File: src/rtl/mem_pkg.sv
// Shared SRAM/BIST package: FSM state type, default geometry and the test pattern.
package mem_pkg;

  localparam int unsigned DEPTH_DEF = 16;
  localparam int unsigned WIDTH_DEF = 8;
  localparam logic [31:0] SEED_DEF  = 32'hA5;

  typedef enum logic [2:0] {
    IDLE   = 3'd0,
    WR_REQ = 3'd1,
    WR_GAP = 3'd2,
    RD_REQ = 3'd3,
    RD_GAP = 3'd4,
    DONE   = 3'd5
  } bist_state_t;

  // Callers truncate the result to their data width.
  function automatic logic [31:0] pattern_f(input logic [31:0] addr,
                                            input logic [31:0] seed = SEED_DEF);
    return addr ^ seed;
  endfunction

endpackage

File: src/rtl/mem_bist_cmp.sv
// Read-back checker: compares returned data with the pattern, counts mismatches
// and latches the address of the first one.
module mem_bist_cmp
  import mem_pkg::*;
#(
  parameter int unsigned WIDTH      = WIDTH_DEF,
  parameter int unsigned ADDR_WIDTH = 4,
  parameter logic [31:0] SEED       = SEED_DEF
) (
  input  logic                  clk_i,
  input  logic                  clr_i,
  input  logic                  clear_i,
  input  logic                  en_i,
  input  logic [ADDR_WIDTH-1:0] addr_i,
  input  logic [WIDTH-1:0]      rdata_i,
  output logic [ADDR_WIDTH:0]   err_count_o,
  output logic [ADDR_WIDTH-1:0] first_fail_addr_o
);

  logic [WIDTH-1:0]      exp_c;
  logic                  mismatch_c;
  logic [ADDR_WIDTH:0]   err_count_q;
  logic [ADDR_WIDTH-1:0] first_fail_q;

  assign exp_c      = WIDTH'(pattern_f(32'(addr_i), SEED));
  assign mismatch_c = en_i && (rdata_i != exp_c);

  always_ff @(posedge clk_i or posedge clr_i) begin
    if (clr_i) begin
      err_count_q  <= '0;
      first_fail_q <= '0;
    end else if (clear_i) begin
      err_count_q  <= '0;
      first_fail_q <= '0;
    end else if (mismatch_c) begin
      err_count_q <= err_count_q + (ADDR_WIDTH+1)'(1);
      if (err_count_q == '0) first_fail_q <= addr_i;
    end
  end

  assign err_count_o       = err_count_q;
  assign first_fail_addr_o = first_fail_q;

endmodule

File: src/rtl/mem_bist_master.sv
// March-style write-then-read BIST initiator for the SRAM valid/ready port.
// Optional per-transaction ready timeout: define MEM_BIST_TIMEOUT_EN.
module mem_bist_master
  import mem_pkg::*;
#(
  parameter int unsigned DEPTH      = DEPTH_DEF,
  parameter int unsigned WIDTH      = WIDTH_DEF,
  parameter int unsigned ADDR_WIDTH = $clog2(DEPTH),
  parameter logic [31:0] SEED       = SEED_DEF,
  parameter int unsigned TIMEOUT    = 64
) (
  input  logic                  clk_i,
  input  logic                  clr_i,
  input  logic                  start_i,
  output logic                  valid_o,
  output logic                  wr_rd_en_o,
  output logic [ADDR_WIDTH-1:0] addr_o,
  output logic [WIDTH-1:0]      wdata_o,
  input  logic                  ready_i,
  input  logic [WIDTH-1:0]      rdata_i,
  output logic                  busy_o,
  output logic                  done_o,
  output logic                  pass_o,
  output logic [ADDR_WIDTH:0]   err_count_o,
  output logic [ADDR_WIDTH-1:0] first_fail_addr_o,
  output logic                  timeout_o
);

  bist_state_t           state_q;
  logic                  valid_q, wr_q, busy_q, done_q, pass_q, timeout_q;
  logic [ADDR_WIDTH-1:0] addr_q;
  logic [WIDTH-1:0]      wdata_q;
  logic                  last_c, start_acc_c, cmp_en_c, tmo_hit_c;
  logic [ADDR_WIDTH:0]   err_count_c;

  function automatic logic [WIDTH-1:0] pat_f(input logic [ADDR_WIDTH-1:0] a);
    return WIDTH'(pattern_f(32'(a), SEED));
  endfunction

  assign last_c      = (addr_q == ADDR_WIDTH'(DEPTH - 1));
  assign start_acc_c = start_i && ((state_q == IDLE) || (state_q == DONE));
  assign cmp_en_c    = (state_q == RD_REQ) && ready_i;

`ifdef MEM_BIST_TIMEOUT_EN
  localparam int unsigned TMO_W = $clog2(TIMEOUT + 1);
  logic             busy_state_c, advance_c;
  logic [TMO_W-1:0] tmo_cnt_q;

  assign busy_state_c = (state_q == WR_REQ) || (state_q == WR_GAP) ||
                        (state_q == RD_REQ) || (state_q == RD_GAP);
  assign advance_c    = ((state_q == WR_REQ) || (state_q == RD_REQ)) ? ready_i :
                        ((state_q == WR_GAP) || (state_q == RD_GAP)) ? !ready_i : 1'b0;
  assign tmo_hit_c    = busy_state_c && !advance_c && (tmo_cnt_q == TMO_W'(TIMEOUT - 1));

  // Restarts on every state change so each handshake phase gets the full budget.
  always_ff @(posedge clk_i or posedge clr_i) begin
    if (clr_i)                           tmo_cnt_q <= '0;
    else if (!busy_state_c || advance_c) tmo_cnt_q <= '0;
    else                                 tmo_cnt_q <= tmo_cnt_q + TMO_W'(1);
  end
`else
  logic unused_tmo_c;
  assign tmo_hit_c    = 1'b0;
  assign unused_tmo_c = ^32'(TIMEOUT);
`endif

  always_ff @(posedge clk_i or posedge clr_i) begin
    if (clr_i) begin
      state_q   <= IDLE;
      valid_q   <= 1'b0;
      wr_q      <= 1'b0;
      addr_q    <= '0;
      wdata_q   <= '0;
      busy_q    <= 1'b0;
      done_q    <= 1'b0;
      pass_q    <= 1'b0;
      timeout_q <= 1'b0;
    end else if (tmo_hit_c) begin
      state_q   <= DONE;
      valid_q   <= 1'b0;
      busy_q    <= 1'b0;
      done_q    <= 1'b1;
      pass_q    <= 1'b0;
      timeout_q <= 1'b1;
    end else begin
      case (state_q)
        IDLE, DONE: begin
          if (start_i) begin
            state_q   <= WR_REQ;
            done_q    <= 1'b0;
            pass_q    <= 1'b0;
            timeout_q <= 1'b0;
            busy_q    <= 1'b1;
            addr_q    <= '0;
            valid_q   <= 1'b1;
            wr_q      <= 1'b1;
            wdata_q   <= pat_f('0);
          end
        end
        WR_REQ: begin
          if (ready_i) begin
            state_q <= WR_GAP;
            valid_q <= 1'b0;
          end
        end
        // Responder repeats while valid is high, so wait for ready to drop.
        WR_GAP: begin
          if (!ready_i) begin
            valid_q <= 1'b1;
            if (last_c) begin
              state_q <= RD_REQ;
              addr_q  <= '0;
              wr_q    <= 1'b0;
              wdata_q <= '0;
            end else begin
              state_q <= WR_REQ;
              addr_q  <= addr_q + ADDR_WIDTH'(1);
              wr_q    <= 1'b1;
              wdata_q <= pat_f(addr_q + ADDR_WIDTH'(1));
            end
          end
        end
        RD_REQ: begin
          if (ready_i) begin
            state_q <= RD_GAP;
            valid_q <= 1'b0;
          end
        end
        RD_GAP: begin
          if (!ready_i) begin
            if (last_c) begin
              state_q <= DONE;
              busy_q  <= 1'b0;
              done_q  <= 1'b1;
              pass_q  <= (err_count_c == '0) && !timeout_q;
            end else begin
              state_q <= RD_REQ;
              addr_q  <= addr_q + ADDR_WIDTH'(1);
              valid_q <= 1'b1;
            end
          end
        end
        default: state_q <= IDLE;
      endcase
    end
  end

  mem_bist_cmp #(
    .WIDTH      (WIDTH),
    .ADDR_WIDTH (ADDR_WIDTH),
    .SEED       (SEED)
  ) u_cmp (
    .clk_i             (clk_i),
    .clr_i             (clr_i),
    .clear_i           (start_acc_c),
    .en_i              (cmp_en_c),
    .addr_i            (addr_q),
    .rdata_i           (rdata_i),
    .err_count_o       (err_count_c),
    .first_fail_addr_o (first_fail_addr_o)
  );

  assign valid_o     = valid_q;
  assign wr_rd_en_o  = wr_q;
  assign addr_o      = addr_q;
  assign wdata_o     = wdata_q;
  assign busy_o      = busy_q;
  assign done_o      = done_q;
  assign pass_o      = pass_q;
  assign timeout_o   = timeout_q;
  assign err_count_o = err_count_c;

endmodule

File: config.mk
export PLATFORM = sky130hd
export DESIGN_NAME = mem_bist_master
export DESIGN_NICKNAME = d
export VERILOG_FILES = /design/src/rtl/mem_pkg.sv /design/src/rtl/mem_bist_cmp.sv /design/src/rtl/mem_bist_master.sv
export SDC_FILE = /design/constraint.sdc
export NUM_CORES = 1
export LEC_CHECK = 0
export ABC_AREA = 0
export BUFFER_PORTS_ARGS = -buffer_cell sky130_fd_sc_hd__buf_4
export CAP_MARGIN = 0
export CORE_MARGIN = 8
export CORE_UTILIZATION = 25
export CTS_CLUSTER_DIAMETER = 50
export DETAILED_ROUTE_END_ITERATION = 12
export SLEW_MARGIN = 5
export SYNTH_ARGS = -nofsm -noshare
export SYNTH_HDL_FRONTEND = slang
export SYNTH_SLANG_ARGS = --single-unit
File: constraint.sdc
create_clock -name clk_i -period 2.1 [get_ports clk_i]
set_clock_uncertainty 0.05 [all_clocks]
set_input_delay 0.21 -clock clk_i [delete_from_list [all_inputs] [get_ports clk_i]]
set_output_delay 0.21 -clock clk_i [all_outputs]
set_load 0.02 [all_outputs]
* After elaboration in Yosys (flattened, before gate mapping)
Cells that the tools add are included.
** Storage, ports and cells
- Flip-flop bits (word level) :: 29
- Output and inout bits :: 27
** Cells by class
- Add/sub/neg operators :: 2
- Equality and inequality tests :: 15
- Mux-type cells :: 42
- Bitwise gates (word level) :: 2
- Reductions and logical operators :: 20
** Operators by type and width (count)
- two-way mux 4 bit :: 8
- two-way mux 8 bit :: 3
- two-way mux 3 bit :: 6
- one-hot mux 8 bit (2 select lines) :: 1
- one-hot mux 3 bit (5 select lines) :: 1
- two-way mux 1 bit :: 14
- != test 2 bit, second input constant :: 7
- one-hot mux 4 bit (3 select lines) :: 1
- two-way mux 5 bit :: 2
- AND reduction 5 bit :: 2
- != test 8 bit :: 1
- NOT 2 -> 4 bit :: 2
- one-hot mux 1 bit (2 select lines) :: 4
- nonzero test 2 bit :: 4
- == test 3 x 2 -> 1 bit, second input constant :: 2
- == test 3 bit, second input constant :: 2
- AND reduction 6 bit :: 1
- adder 5 x 1 -> 5 bit, second input constant :: 1
- zero test 5 bit :: 1
- adder 4 x 1 -> 4 bit, second input constant :: 1
- == test 4 bit, second input constant :: 1
- one-hot mux 1 bit (4 select lines) :: 1
- AND reduction 4 bit :: 1
- nonzero test 4 bit :: 1
- other kinds (10) :: 13

* Logic depth before layout (Yosys ltp)
- Depth after elaboration :: 5
- Gate-level depth with buffers :: 6
- Depth with buffers taken out :: 6

* Hierarchy
From an unflattened synthesis, not the netlist that was laid out.
** Second synthesis, totals
- Cells, all modules :: 171
- Area, all modules :: 1551.5 µm²
** Modules (own cells, without submodules)
- mem_bist_master :: instances 1, cells an instance 109, area each 968.4 µm², seq. area each 400.4 µm²
- mem_bist_cmp :: instances 1, cells an instance 62, area each 583.1 µm², seq. area each 225.2 µm²

* Worst setup path after synthesis
OpenSTA, ideal clock, no wires.
- Path kind :: register -> register
- Start :: register addr_q[0], in the netlist addr_o[0]
- End :: register addr_q[0], in the netlist addr_o[0]
- Library setup time :: 0.125 ns
- Arrival :: 1.597 ns
- Setup slack :: 0.328 ns
- Stages on the path, launching flop included :: 6
- Cells stage by stage :: dfrtp_1 > ha_1 > a31oi_1 > nand2_1 > nand3_1 > mux2_2
** On the way
- Word-level cells in the longest chain between the ends :: 4
- Elaborated cells on any way between the ends :: 9
- Those cells by class :: add/sub: 1; eq/ne: 2; mux: 5; reduce/logical: 1
** RTL lines
- start, declared :: line mem_bist_master.sv:31 : logic [ADDR_WIDTH-1:0] addr_q;
- start signal, assigned :: line mem_bist_master.sv:117 : addr_q <= addr_q + ADDR_WIDTH'(1);
- start signal, assigned :: line mem_bist_master.sv:138 : addr_q <= addr_q + ADDR_WIDTH'(1);
- adder 4 x 1 -> 4 bit / == test 4 bit (equally long branches) :: line mem_bist_master.sv:117, mem_bist_master.sv:138, mem_bist_master.sv:40
- two-way mux 4 bit, on equally long branches :: line mem_bist_master.sv:131, mem_bist_master.sv:110
- two-way mux 4 bit, on equally long branches :: line mem_bist_master.sv:130, mem_bist_master.sv:108
- one-hot mux 4 bit (3 select lines) :: line mem_bist_master.sv:86 : case (state_q)
Parallel ways exist; a longest one is shown, timed or not. The select of a mux whose other input is x is not followed.
A chain may end at the register's enable or synchronous reset.

* Worst setup path after layout
- Start :: register addr_q[1], in the netlist addr_o[1]
- End :: register addr_q[3], in the netlist addr_o[3]
Same word-level chain as after synthesis.

==> load_flow_metrics.sql <==
INSERT INTO impl_metrics (metric_group, metric, value, unit) VALUES
('synth', 'post_synth_mux_area_share', '0.1177', ''),
('timing', 'timing.hold.ws', '0.2988', 'ns'),
('die', 'fp-row-count', '28', ''),
('die', 'initial_core_util', '0.2588', ''),
('layout', 'finalNonFillerCells', '269', ''),
('synth', 'synth_xor_xnor_area_share', '0.03977', ''),
('clock_network', 'tritoncts_clock_tree', 'yes', ''),
('clock_network', 'cts_buffers', '3', ''),
('placement', 'port_buffers', '35', ''),
('timing', 'finalCritPeriodShare', '0.9043', ''),
('clock_network', 'clkSinkCount', '25', ''),
('clock_network', 'cts.reportedPaths.clkPinSlew', '0.10', 'ns'),
('global_route', 'grt_antenna_before_repair', '0', ''),
('worst_setup_path', 'worst-setup-path-type', 'reg2reg', ''),
('detailed_routing', 'routed_wire_length_per_instance', '13.36', 'µm'),
('synth', 'number_of_enable_type_register_cells_in_the_synthesized_netlist', '0', ''),
('clock_network', 'cts_root_buf', 'clkbuf_8', ''),
('run_status', 'run_status', 'finished, final reports clean', ''),
('die', 'chipHeight', '94.53', 'µm'),
('worst_setup_path', 'timing.critical_path.fanout_max', '6', ''),
('placement', 'placed_cell_area', '1848', 'µm²'),
('global_route', 'grt_usage', '0.08188', ''),
('worst_setup_path', 'worst-endpoint-required', '2.21', 'ns'),
('detailed_routing', 'avgViaCountPerCell', '4.602', ''),
('detailed_routing', 'drt_iter0_drcs', '126', ''),
('clock_network', 'number_of_instances_resized_during_post_cts_repair', '0', ''),
('timing', 'worst_slew_pin_slew', '0.5285', 'ns'),
('global_route', 'grt.overflow.total', '0', ''),
('synth', 'most_frequently_used_flop_master_after_synthesis', 'dfrtp_1', ''),
('layout', 'antenna_cells_inserted', '0', ''),
('detailed_routing', 'drt-total-wl', '3594', 'µm'),
('global_route', 'number_of_global_route_vias_before_repair', '1205', ''),
('placement', 'dp_hpwl', '2682', 'µm'),
('run', 'cap_violations', '0', ''),
('die', 'die_area', '8935', 'µm²'),
('global_route', 'grt_first_pass_wirelength', '5982', 'µm'),
('worst_setup_path', 'critPathLaunchType', 'flip-flop', ''),
('clock_network', 'htree_levels', '1', ''),
('clock_network', 'clock_tree.buffer_depth', '2', ''),
('synth', 'synthDistinctLibCells', '44', ''),
('synth', 'synthArstFlopShare', '1.000', ''),
('layout', 'final_area', '1907', 'µm²'),
('detailed_routing', 'vias', '1238', ''),
('layout', 'flow.area_growth_from_synthesis', '23.70', '%'),
('synth', 'synth_compound_gate_area_share', '0.1291', ''),
('worst_setup_path', 'critical_path_sink_type', 'flip-flop', ''),
('synth', 'yosys_warnings', '0', ''),
('timing', 'rsz0062_at_grt', 'no', ''),
('timing', 'timing_max_transition_violations_final', '0', ''),
('placement', 'placement.setup.worst_slack', '0.2299', 'ns'),
('synth', 'postSynthAreaPerCell', '9.574', 'µm²'),
('synth', 'synth-seq-area-share', '0.4058', ''),
('detailed_routing', 'drc', '0', ''),
('timing', 'post-route-worst-setup-slack', '0.2009', 'ns'),
('clock_network', 'post_cts_hold_buffer_count', '1', ''),
('min_path', 'min_path_type', 'in2reg', ''),
('synth', 'main_combinational_cell_family_by_area_after_synthesis', 'simple AND/OR/NAND/NOR gates', ''),
('worst_setup_path', 'arrival', '2.01', 'ns'),
('layout', 'layout.nets', '210', ''),
('timing', 'setup-violations-final', '0', ''),
('power_and_ir_drop', 'cellLeakagePower', '0.8695', 'nW'),
('timing', 'timing_hold_violations_final', '0', ''),
('timing', 'clock.fmax', '526.6', 'MHz'),
('placement', 'place.gp.congestion', '0.8296', ''),
('power_and_ir_drop', 'peakVddDrop', '0.3814', 'mV'),
('placement', 'placed_cells_incl_taps', '264', ''),
('timing', 'setup_tns', '0', 'ns'),
('synth', 'ys_ff_latch', '25', ''),
('layout', 'fill_cell_count', '626', ''),
('synth', 'synthSimpleGateAreaFrac', '0.2094', ''),
('timing', 'finalWorstPathRequiredPeriod', '1.899', 'ns');
[final timing paths]
check | start | endpoint | slack, ns | cells past startpoint
worst max-delay path | addr_o[1] | addr_o[3] | 0.20 | 5
max in group asynchronous | clr_i | state_q[1] | 1.26 | 4
min in group asynchronous | clr_i | u_cmp.first_fail_addr_o[1] | 0.49 | 4
worst max register to register | addr_o[1] | addr_o[3] | 0.20 | 5
worst min register to register | wdata_o[1] | wdata_o[1] | 0.45 | 1
worst min-delay path | start_i | state_q[2] | 0.30 | 4
[cells by family after synthesis]
group | count (synthesis)
buffers and inverters | 20
AOI/OAI and AO/OA | 30
and+or+nand+nor | 58
xor gates and xnor gates | 7
other | 1
adders and majority gates | 3
muxes | 17
DFF | 25
[sequential cells by signal (all words and copies together), names as in the netlist]
name	count
addr_o	4
u_cmp.err_count_o	5
u_cmp.first_fail_addr_o	4
pass_o	1
done_o	1
valid_o	1
busy_o	1
wdata_o	5
state_q	3
[cell usage after synthesis (2+ instances only)]
master    count  area [µm²]
ha_1          3       37.54
xnor2_1       3       26.28
dfrtp_1      25       625.6
o211a_1       2       20.02
mux2i_1       8       80.08
and3_1        3       18.77
nor3_1        2       10.01
o21ai_0       6       30.03
nor2b_1       4       25.02
xor2_1        4       35.03
mux2_1        6       67.56
nand3_1       4       20.02
nand2_1      22       82.58
buf_2         4       20.02
inv_1         8       30.03
a21oi_1       9       45.04
nand4_1       3       18.77
mux2_2        3       33.78
nor2_1        5       18.77
buf_4         8       60.06
nand2b_1      5       31.28
nor3b_2       2       25.02
[power by group]
group / switching (mW) / internal, mW / total, mW / leakage, nW
Combinational: 0.450 / 0.344 / 0.794 / 0.527
Sequential: 0.119 / 0.560 / 0.679 / 0.321
Clock: 0.165 / 0.134 / 0.299 / 0.0217
[routing by layer]
layer  vias up  GRT usage  routed length (µm)  part of all wire
li1        618          -                   -                 -
met1       589     0.1079                1713              0.48
met2        29     0.1286                1690              0.47
met3         2    0.02143                 167             0.046
met4         0    0.02341                  22            0.0061
met5         -          0                   0                 0
[critical path: stages, from the launching register on]
cell	delay, ns
dfrtp_1	0.47
ha_1	0.28
a31oi_1	0.26
nand2_1	0.14
nand3_1	0.22
mux2_2	0.36
[final cells by class]
| class | count | area (µm²) | area share |
|---|---|---|---|
| clock inverters | 1 | 7.507 | 0.003937 |
| multi-input cells | 118 | 813.3 | 0.4265 |
| inverters | 8 | 30.03 | 0.01575 |
| flip-flops and latches | 25 | 625.6 | 0.3281 |
| clock buffers | 3 | 41.29 | 0.02165 |
| well taps | 75 | 93.84 | 0.04921 |
| repair buffers | 39 | 295.3 | 0.1549 |
Power figures use the tool's default switching activity.
